<file path="src/rtl/noc_output_arbiter_pkg.sv">
// Shared flit definitions for the NOC output stage: flit type encoding and arbiter states.
package noc_pkg;

  localparam int FLIT_W = 16;

  typedef enum logic [1:0] {
    BODY   = 2'b00,
    HEAD   = 2'b01,
    TAIL   = 2'b10,
    SINGLE = 2'b11
  } flit_type_t;

  typedef enum logic {
    IDLE   = 1'b0,
    LOCKED = 1'b1
  } arb_state_t;

  // The type field sits in the two most significant bits of every flit.
  function automatic flit_type_t flit_type(input logic [FLIT_W-1:0] flit);
    return flit_type_t'(flit[FLIT_W-1 -: 2]);
  endfunction

endpackage

</file>
<file path="src/rtl/noc_output_arbiter_if.sv">
// Input-FIFO heads, pop strobes and the credit-controlled downstream link of one router output.
// The NOC_OUT_STATS_EN build adds the packet and stall counters.
interface noc_output_arbiter_if #(
    parameter int NUM_IN = 5,
    parameter int FLIT_W = 16
);
    logic [NUM_IN-1:0][FLIT_W-1:0] flit_i;
    logic [NUM_IN-1:0]             valid_i;
    logic [NUM_IN-1:0]             req_i;
    logic [NUM_IN-1:0]             shift_o;
    logic [FLIT_W-1:0]             flit_o;
    logic                          valid_o;
    logic                          credit_i;
    logic                          err_o;
`ifdef NOC_OUT_STATS_EN
    logic [31:0]                   pkt_cnt_o;
    logic [31:0]                   stall_cnt_o;

    modport slave  (input  flit_i, valid_i, req_i, credit_i,
                    output shift_o, flit_o, valid_o, err_o, pkt_cnt_o, stall_cnt_o);
    modport master (output flit_i, valid_i, req_i, credit_i,
                    input  shift_o, flit_o, valid_o, err_o, pkt_cnt_o, stall_cnt_o);
`else
    modport slave  (input  flit_i, valid_i, req_i, credit_i,
                    output shift_o, flit_o, valid_o, err_o);
    modport master (output flit_i, valid_i, req_i, credit_i,
                    input  shift_o, flit_o, valid_o, err_o);
`endif
endinterface

</file>
<file path="src/rtl/noc_output_arbiter_rr_arbiter.sv">
// Combinational round-robin pick: first requester after i_ptr, wrapping, wins.
module noc_rr_arbiter #(
    parameter int NUM_IN = 5,
    parameter int IDX_W  = (NUM_IN > 1) ? $clog2(NUM_IN) : 1
) (
    input  logic [NUM_IN-1:0] i_req,
    input  logic [IDX_W-1:0]  i_ptr,
    output logic [NUM_IN-1:0] o_gnt,
    output logic [IDX_W-1:0]  o_gnt_idx
);
    int w_k;

    // Scan farthest-first so the nearest requester after i_ptr is the last write.
    always_comb begin
        o_gnt     = '0;
        o_gnt_idx = '0;
        w_k       = 0;
        for (int i = NUM_IN; i >= 1; i--) begin
            w_k = (int'(i_ptr) + i) % NUM_IN;
            if (i_req[w_k]) begin
                o_gnt      = '0;
                o_gnt[w_k] = 1'b1;
                o_gnt_idx  = IDX_W'(w_k);
            end
        end
    end
endmodule

</file>
<file path="src/rtl/noc_output_arbiter.sv">
// Wormhole switch allocation and registered, credit-flow-controlled output of one NOC router port.
// Define NOC_OUT_STATS_EN to add the pkt_cnt_o / stall_cnt_o counters.
module noc_output_arbiter
    import noc_pkg::*;
#(
    parameter int NUM_IN  = 5,
    parameter int FLIT_W  = noc_pkg::FLIT_W,
    parameter int CREDITS = 4
) (
    input  logic                 clk,
    input  logic                 rst,
    noc_output_arbiter_if.slave  bus
);
    localparam int IDX_W = (NUM_IN > 1) ? $clog2(NUM_IN) : 1;
    localparam int CNT_W = $clog2(CREDITS + 1);

    arb_state_t        r_state;
    logic [IDX_W-1:0]  r_owner;
    logic [IDX_W-1:0]  r_rr_ptr;
    logic [CNT_W-1:0]  r_cred;
    logic [FLIT_W-1:0] r_flit;
    logic              r_valid;
    logic              r_err;

    flit_type_t        w_type [NUM_IN];
    logic [NUM_IN-1:0] w_head;
    logic [NUM_IN-1:0] w_cand;
    logic [NUM_IN-1:0] w_bad;
    logic [NUM_IN-1:0] w_gnt;
    logic [IDX_W-1:0]  w_gnt_idx;
    logic [NUM_IN-1:0] w_shift;
    logic [IDX_W-1:0]  w_sel;
    logic              w_err_now;
    logic              w_has_cr;
    logic              w_own_vld;
    logic              w_own_head;
    logic              w_xfer;
    logic              w_cr_ovf;
    logic [FLIT_W-1:0] w_xfer_flit;
    flit_type_t        w_xfer_type;

    always_comb begin
        for (int k = 0; k < NUM_IN; k++) begin
            w_type[k] = flit_type(bus.flit_i[k]);
            w_head[k] = (w_type[k] == HEAD) || (w_type[k] == SINGLE);
        end
    end

    assign w_cand     = bus.valid_i & bus.req_i & w_head;
    assign w_bad      = bus.valid_i & bus.req_i & ~w_head;
    assign w_has_cr   = (r_cred != '0);
    assign w_own_vld  = bus.valid_i[r_owner];
    assign w_own_head = w_head[r_owner];

    noc_rr_arbiter #(.NUM_IN(NUM_IN), .IDX_W(IDX_W)) u_rr_arbiter (
        .i_req     (w_cand),
        .i_ptr     (r_rr_ptr),
        .o_gnt     (w_gnt),
        .o_gnt_idx (w_gnt_idx)
    );

    // Pop decision: arbitration result when idle, only the owner's body/tail when locked.
    always_comb begin
        w_shift   = '0;
        w_sel     = r_owner;
        w_err_now = 1'b0;
        if (r_state == IDLE) begin
            w_sel     = w_gnt_idx;
            w_err_now = |w_bad;
            if (w_has_cr) w_shift = w_gnt;
        end else if (w_own_vld) begin
            if (w_own_head)    w_err_now        = 1'b1;
            else if (w_has_cr) w_shift[r_owner] = 1'b1;
        end
    end

    assign w_xfer      = |w_shift;
    assign w_xfer_flit = bus.flit_i[w_sel];
    assign w_xfer_type = w_type[w_sel];
    // A returned credit with every slot already free means the neighbour miscounted.
    assign w_cr_ovf    = bus.credit_i && !w_xfer && (r_cred == CNT_W'(CREDITS));

    always_ff @(posedge clk) begin
        if (rst) begin
            r_state  <= IDLE;
            r_owner  <= '0;
            r_rr_ptr <= IDX_W'(NUM_IN - 1);
            r_cred   <= CNT_W'(CREDITS);
            r_flit   <= '0;
            r_valid  <= 1'b0;
            r_err    <= 1'b0;
        end else begin
            r_valid <= w_xfer;
            if (w_xfer) r_flit <= w_xfer_flit;
            if (w_err_now || w_cr_ovf) r_err <= 1'b1;

            case ({w_xfer, bus.credit_i})
                2'b10:   r_cred <= r_cred - CNT_W'(1);
                2'b01:   if (!w_cr_ovf) r_cred <= r_cred + CNT_W'(1);
                default: ;
            endcase

            case (r_state)
                IDLE: if (w_xfer) begin
                    r_rr_ptr <= w_gnt_idx;
                    if (w_xfer_type == HEAD) begin
                        r_state <= LOCKED;
                        r_owner <= w_gnt_idx;
                    end
                end
                LOCKED: if (w_xfer && (w_xfer_type == TAIL)) r_state <= IDLE;
                default: r_state <= IDLE;
            endcase
        end
    end

    assign bus.shift_o = w_shift;
    assign bus.flit_o  = r_flit;
    assign bus.valid_o = r_valid;
    assign bus.err_o   = r_err;

`ifdef NOC_OUT_STATS_EN
    logic [31:0] r_pkt_cnt;
    logic [31:0] r_stall_cnt;
    logic        w_stall;

    assign w_stall = !w_has_cr &&
                     (((r_state == IDLE) && |w_cand) ||
                      ((r_state == LOCKED) && w_own_vld && !w_own_head));

    always_ff @(posedge clk) begin
        if (rst) begin
            r_pkt_cnt   <= '0;
            r_stall_cnt <= '0;
        end else begin
            if (w_xfer && ((w_xfer_type == TAIL) || (w_xfer_type == SINGLE)))
                r_pkt_cnt <= r_pkt_cnt + 32'd1;
            if (w_stall) r_stall_cnt <= r_stall_cnt + 32'd1;
        end
    end

    assign bus.pkt_cnt_o   = r_pkt_cnt;
    assign bus.stall_cnt_o = r_stall_cnt;
`endif

endmodule

</file>
<file path="src/flat_wrapper.sv">
// flat-port wrapper written by rule: the top's interface ports become plain ports
module noc_output_arbiter_flat import noc_pkg::*;
#(
    parameter int NUM_IN  = 5,
    parameter int FLIT_W  = noc_pkg::FLIT_W,
    parameter int CREDITS = 4
)
  (clk, rst, bus_flit_i, bus_valid_i, bus_req_i, bus_credit_i, bus_shift_o, bus_flit_o, bus_valid_o, bus_err_o);
  noc_output_arbiter_if #(.NUM_IN(NUM_IN), .FLIT_W(FLIT_W)) bus_i ();
  input  logic clk;
  input  logic rst;
  input wire logic [$bits(bus_i.flit_i)-1:0] bus_flit_i;
  input wire logic [$bits(bus_i.valid_i)-1:0] bus_valid_i;
  input wire logic [$bits(bus_i.req_i)-1:0] bus_req_i;
  input wire logic [$bits(bus_i.credit_i)-1:0] bus_credit_i;
  output wire logic [$bits(bus_i.shift_o)-1:0] bus_shift_o;
  output wire logic [$bits(bus_i.flit_o)-1:0] bus_flit_o;
  output wire logic [$bits(bus_i.valid_o)-1:0] bus_valid_o;
  output wire logic [$bits(bus_i.err_o)-1:0] bus_err_o;
  assign bus_i.flit_i = bus_flit_i;
  assign bus_i.valid_i = bus_valid_i;
  assign bus_i.req_i = bus_req_i;
  assign bus_i.credit_i = bus_credit_i;
  assign bus_shift_o = bus_i.shift_o;
  assign bus_flit_o = bus_i.flit_o;
  assign bus_valid_o = bus_i.valid_o;
  assign bus_err_o = bus_i.err_o;
  noc_output_arbiter #(.NUM_IN(NUM_IN), .FLIT_W(FLIT_W), .CREDITS(CREDITS)) u_core (.clk(clk), .rst(rst), .bus(bus_i));
endmodule
</file>
<file path="config.mk">
export PLATFORM = sky130hd
export DESIGN_NAME = noc_output_arbiter_flat
export DESIGN_NICKNAME = d
export VERILOG_FILES = /design/src/rtl/noc_output_arbiter_pkg.sv /design/src/rtl/noc_output_arbiter_if.sv /design/src/rtl/noc_output_arbiter_rr_arbiter.sv /design/src/rtl/noc_output_arbiter.sv /design/src/flat_wrapper.sv
export SDC_FILE = /design/constraint.sdc
export NUM_CORES = 1
export LEC_CHECK = 0
export CORE_MARGIN = 2
export CORE_UTILIZATION = 53
export CTS_BUF_LIST = sky130_fd_sc_hd__clkbuf_8
export DETAILED_ROUTE_END_ITERATION = 10
export PLACE_DENSITY = 0.84
export SYNTH_ARGS = -nofsm -noshare
export SYNTH_HDL_FRONTEND = slang
export SYNTH_HIERARCHICAL = 1
export SYNTH_SLANG_ARGS = --single-unit
</file>
<file path="constraint.sdc">
create_clock -name clk -period 9.6 [get_ports clk]
set_input_delay 1.92 -clock clk [delete_from_list [all_inputs] [get_ports clk]]
set_output_delay 1.92 -clock clk [all_outputs]
set_load 0.1 [all_outputs]
</file>
Word level (Yosys, flattened, before mapping) --
Index checks and enable logic that the tools add are counted.
Cells by class: add/sub/neg operators 7, divide/modulo/power cells 5, order comparisons 14, equality and inequality tests 16, multiplexer cells 61, bitwise logic cells 6, reduce and logical (&&, ||, !) cells 23
Operators by type and width (number):
- 32-bit by 1-bit >= comparator with 1-bit output (second input constant) | 5
- 32-bit by 5-bit less-than comparator with 1-bit output (second input constant) | 5
- 32-bit by 4-bit remainder unit with 32-bit output (second input constant) | 5
- 5-bit 2-to-1 mux | 10
- 16-bit binary-select mux with 3-bit select | 1
- 1-bit 2-to-1 mux | 24
- 1-bit binary-select mux with 3-bit select | 7
- 3-bit 2-to-1 mux | 7
- 1-bit demux with 3-bit select | 6
- 16-bit 2-to-1 mux | 1
- 5-bit AND | 3
- 2-bit by 1-bit == test with 1-bit output (second input constant) | 7
- 2-bit == test (second input constant) | 7
- 5-bit OR reduction | 2
- 1-bit logical AND | 9
- 3-bit by 2-bit adder with 4-bit output (second input constant) | 2
- 3-bit by 3-bit adder with 4-bit output (second input constant) | 2
- 3-bit by 4-bit less-than comparator with 1-bit output (second input constant) | 2
- 2-bit binary-select mux with 3-bit select | 1
- 1-bit logical OR | 6
- 3-bit case mux with 2 select lines | 1
- 5-bit inverter | 1
- 3-bit by 1-bit adder with 4-bit output (second input constant) | 1
- 4-bit >= comparator (second input constant) | 1
- other kinds (14) | 16
Word-level totals: flip-flop bits (word level) 28, input port bits 93, output and inout port bits 23

Depth between registers and ports, before layout --
depth after elaboration 20, mapped depth 36, depth with buffers taken out 28

Modules after synthesis --
Netlist, hierarchy kept.
Modules (own cells, without submodules):
- noc_rr_arbiter | times used 1, cells each 452, area an instance 3055.4 um^2, seq. area each 0.0 um^2
- noc_output_arbiter | times used 1, cells each 216, area an instance 2045.7 um^2, seq. area each 560.5 um^2

Worst setup path before layout --
OpenSTA, ideal clock, no wires.
path type reg-to-output, start reg u_core.r_rr_ptr[0], end out bus_shift_o[4], arrival 6477 ps, required time 7680 ps, setup slack 1203 ps, stages on the path, launching flop included 25, path buffers 5, path through dfxtp_1 buf_2 inv_1 clkbuf_1 ha_1 inv_1 clkbuf_1 ha_1 clkbuf_1 or3b_2 o22ai_1 nor2_1 inv_1 ha_1 inv_1 nor2_1 o31ai_2 mux2_1 o211a_1 a41oi_2 buf_6 mux2i_1 o221ai_1 nand2b_1 a21oi_1
Between the ends: longest elaborated chain between the ends 13, elaborated cells on any way between the ends 57
Ends and longest elaborated chain:
- start, declared | RTL line noc_output_arbiter.sv:19 | logic [IDX_W-1:0] r_rr_ptr;
- start signal, assigned | RTL line noc_output_arbiter.sv:87 | r_rr_ptr <= IDX_W'(NUM_IN - 1);
- start signal, assigned | RTL line noc_output_arbiter.sv:105 | r_rr_ptr <= w_gnt_idx;
- 3-bit by 3-bit adder with 4-bit output | RTL line noc_output_arbiter_rr_arbiter.sv:19 | w_k = (int'(i_ptr) + i) % NUM_IN;
- 32-bit by 4-bit remainder unit with 32-bit output | RTL line noc_output_arbiter_rr_arbiter.sv:19
- 32-bit by 1-bit >= comparator with 1-bit output (implied by the code) / 32-bit by 5-bit less-than comparator with 1-bit output (equally long branches) | RTL line noc_output_arbiter_rr_arbiter.sv:22 | o_gnt[w_k] = 1'b1;
- 1-bit logical AND (implied by the code) | RTL line noc_output_arbiter_rr_arbiter.sv:22
- 1-bit 2-to-1 mux (implied by the code) | RTL line noc_output_arbiter_rr_arbiter.sv:22
- 1-bit demux with 3-bit select | RTL line noc_output_arbiter_rr_arbiter.sv:22
- 5-bit 2-to-1 mux (4 in series) | RTL line noc_output_arbiter_rr_arbiter.sv:20 | if (i_req[w_k]) begin
- 5-bit 2-to-1 mux * | RTL line noc_output_arbiter_rr_arbiter.sv:20
- via u_core.w_gnt[4] | RTL line noc_output_arbiter.sv:29 | logic [NUM_IN-1:0] w_gnt;
- 5-bit 2-to-1 mux * | RTL line noc_output_arbiter.sv:70 | if (w_has_cr) w_shift = w_gnt;
- 5-bit 2-to-1 mux * | RTL line noc_output_arbiter.sv:67 | if (r_state == IDLE) begin
- end, declared | RTL line flat_wrapper.sv:16 | output wire logic [$bits(bus_i.shift_o)-1:0] bus_shift_o;
The timed path passes the listed nets; every way through them passes the cells marked *. The select of a mux whose other input is x is not followed.

Worst setup path after layout --
start reg u_core.r_rr_ptr[1], end out bus_shift_o[0]
The elaborated chain is that of the path after synthesis.

==> summary.md <==
| Metric | Value |
|---|---|
| Status | `finished clean` |
| Synthesized Nets | `794` |
| Drt first pass iters | `7` |
| Clk sink count | `28` |
| Die H | `102 µm` |
| Top-level I/O count | `116` |
| Syn avg cell area | `7.64 µm²` |
| Initial Util | `54.9%` |
| Worst slew pin tran | `1070 ps` |
| Hold-fix buffers, CTS | `0` |
| Area of the multi-input gates | `0.00414 mm²` |
| RePlAce Congestion | `1.02` |
| Synth warn | `6` |
| Netlist cell types | `106` |
| Async set-reset flop share out of synthesis | `0%` |
| Max Transition Viols Final | `0` |
| Slew headroom | `28.6%` |
| Critical Path RT | `7680 ps` |
| Clock tree buffer depth | `2` |
| Tightest Hold Check Type | `reg2reg` |
| H-tree levels | `1` |
| Critical path type | `reg2out` |
| Number of global-route vias before repair | `5402` |
| CTS root buf | `clkbuf_8` |
| Yosys top cell by area | `dfxtp_1` |
| Clk Latency, worst-skew pair | `280 ps` |
| Antenna violations before repair | `0` |
| Fin crit share | `86.8%` |
| Synth top area share | `11.0%` |
| DRC Markers | `0` |
| Final setup fails | `0` |
| Initial detailed-routing violation count | `431` |
| Gr ovfl total | `0` |
| Layout cell share with drive strength beyond 1 | `9.91%` |
| Hold Violations, Final | `0` |
| Seq. cell area | `561 µm²` |
| Worst Path Arrival | `6410 ps` |
| Post-CTS Setup Inserts | `0` |
| GRT Util Overall | `31.1%` |
| CTS Buf Count | `3` |
| Per-cell routed wire length | `19.3 µm` |
| Main synth FF type | `dfxtp_1` |
| Die width | `102 µm` |
| Core Area | `0.00928 mm²` |
| Ant diodes | `0` |
| Unrepaired setup endpoints after global routing | `false` |
| # rows | `35` |
| Worst Skew | `7.21 ps` |
| Setup TNS | `0 ps` |
| EDFF count, synth | `0` |
| First-pass GRT wire length | `26400 µm` |
| CP endpoint kind | `output pin` |
| Post-synthesis register bit count | `28` |
| Synth top area cells | `dfxtp_1 (11%), ha_1 (7.8%), mux4_2 (5.3%)` |
| Clk slew on worst S/H paths | `110 ps` |
| Final worst path period need | `8330 ps` |
| Post-detail-place hpwl | `13300 µm` |
| Via density | `6.61` |
| Sequential area share after synthesis | `11.0%` |
| Syn-to-layout area delta | `23.8%` |
| CTS tree | `yes` |
| Max Freq | `120 MHz` |
| Vias after detailed routing | `5794` |
| Fin nets | `874` |
| Startpoint Class | `flip-flop` |
| FILL cells | `808` |
| Port Buffer Count | `115` |
| Crit-path max FO | `37` |
| Die area | `0.0104 mm²` |
| DRT Wirelength | `16900 µm` |
| Mapped Area | `0.00510 mm²` |
| Largest net degree at the start of global routing | `47` |
| Cts repair resizes | `0` |
| DRT antenna net count | `0` |
| Mapped Cells | `668` |
| Max cap viols | `0` |
==> registers in the layout (all words and copies together), names as in the netlist <==
signal / cells
u_core/r_cred: 3
u_core/r_owner: 3
u_core/bus.err_o: 1
u_core/r_rr_ptr: 3
u_core/bus.valid_o: 1
u_core/bus.flit_o: 16
u_core/r_state: 1
==> Yosys cell counts (14+ instances only) <==
master / n
nor2_1: 71
o21ai_0: 34
nor3_1: 28
clkbuf_1: 18
a21oi_1: 37
buf_2: 14
nand3_1: 17
mux2i_1: 20
a221oi_1: 16
nand2_1: 59
o22ai_1: 14
ha_1: 32
dfxtp_1: 28
inv_1: 32
==> critical path: stages (launching register included) <==
cell and delay (ps):
dfxtp_1 660, inv_1 290, ha_1 350, buf_4 320
inv_1 290, ha_1 380, nor2_1 200, a211oi_1 120
nor2_1 250, inv_1 110, ha_1 280, inv_1 150
nor2_1 80, o31ai_2 510, mux2_1 380, o211a_1 240
a41oi_2 530, o211ai_1 220, nand4_1 150, o311ai_1 130
nand2_1 110, o41ai_1 130, buf_12 210
==> path summary, 6_finish.rpt <==
kind,to,slack (ps),from,depth (start not counted)
setup / recovery,bus_shift_o[0],1270,u_core/r_rr_ptr[1]$_SDFFE_PP0P_,22
hold / removal,u_core/bus.flit_o[12]$_SDFFE_PP0P_,500,u_core/bus.flit_o[12]$_SDFFE_PP0P_,2
setup reg to reg,u_core/r_owner[2]$_SDFFE_PP0P_,1640,u_core/r_rr_ptr[1]$_SDFFE_PP0P_,25
hold reg to reg,u_core/bus.flit_o[12]$_SDFFE_PP0P_,500,u_core/bus.flit_o[12]$_SDFFE_PP0P_,2
==> kinds of logic after synthesis <==
| logic type | count (synthesis) | share of synthesized area, % |
|---|---|---|
| adders and majority gates | 33 | 8.24 |
| xor gates and xnor gates | 10 | 2.45 |
| AOI/OAI and AO/OA | 214 | 31.7 |
| buffers and inverters | 82 | 7.92 |
| muxes | 41 | 12.7 |
| and+or+nand+nor | 260 | 26.0 |
| DFF | 28 | 11.0 |
==> per-stage QoR <==
step | hold slack (ps) | cell area (µm²) | utilization [%] | setup slack, ps | cells
after floorplan | 481 | 5100 | - | 1200 | 668
after global placement | 479 | 6250 | 67.3 | 1980 | 872
after detailed placement | 490 | 6250 | 67.3 | 1710 | 872
after CTS | 506 | 6320 | 68.0 | 1390 | 876
after global routing | 524 | 6320 | 68.0 | 816 | 876
final | 502 | 6320 | 68.0 | 1270 | 876
==> layer usage <==
metal / wire length (µm) / GRT usage [%]
met3: 1190 / 4.17
met1: 6860 / 41.0
met4: 478 / 10.2
met5: 0 / 0
met2: 8360 / 52.6
==> cell type report <==
class | instances | share of cell area, %
Inverter | 35 | 2.12
Multi-Input combinational cell | 558 | 65.5
Timing Repair Buffer | 122 | 19.8
Clock inverter | 1 | 0.475
Tap cell | 129 | 2.55
Sequential cell | 28 | 8.87
Clock buffer | 3 | 0.654
==> placed cells by master, fill, tap and decap left out, types with 6 or more instances in the layout <==
cell type        instances
and3_1                  10
nand4_1                 12
nand2b_1                 8
nor3_1                  28
nor2_1                  71
inv_1                   32
a211oi_1                 8
dfxtp_1                 28
a21oi_1                 37
nand3_1                 17
xnor2_1                  6
mux2i_1                 20
o31ai_1                 10
mux4_2                  12
clkdlybuf4s50_1        110
nand2_1                 59
buf_4                    7
o22ai_1                 14
o21ai_0                 34
nor3b_1                  6
o211ai_1                 8
ha_1                    32
nand3b_1                 6
a221oi_1                16
Power is left out: the tool's default activity adds up to more than one toggle a clock period on the data nets, which glitch-free logic cannot reach.
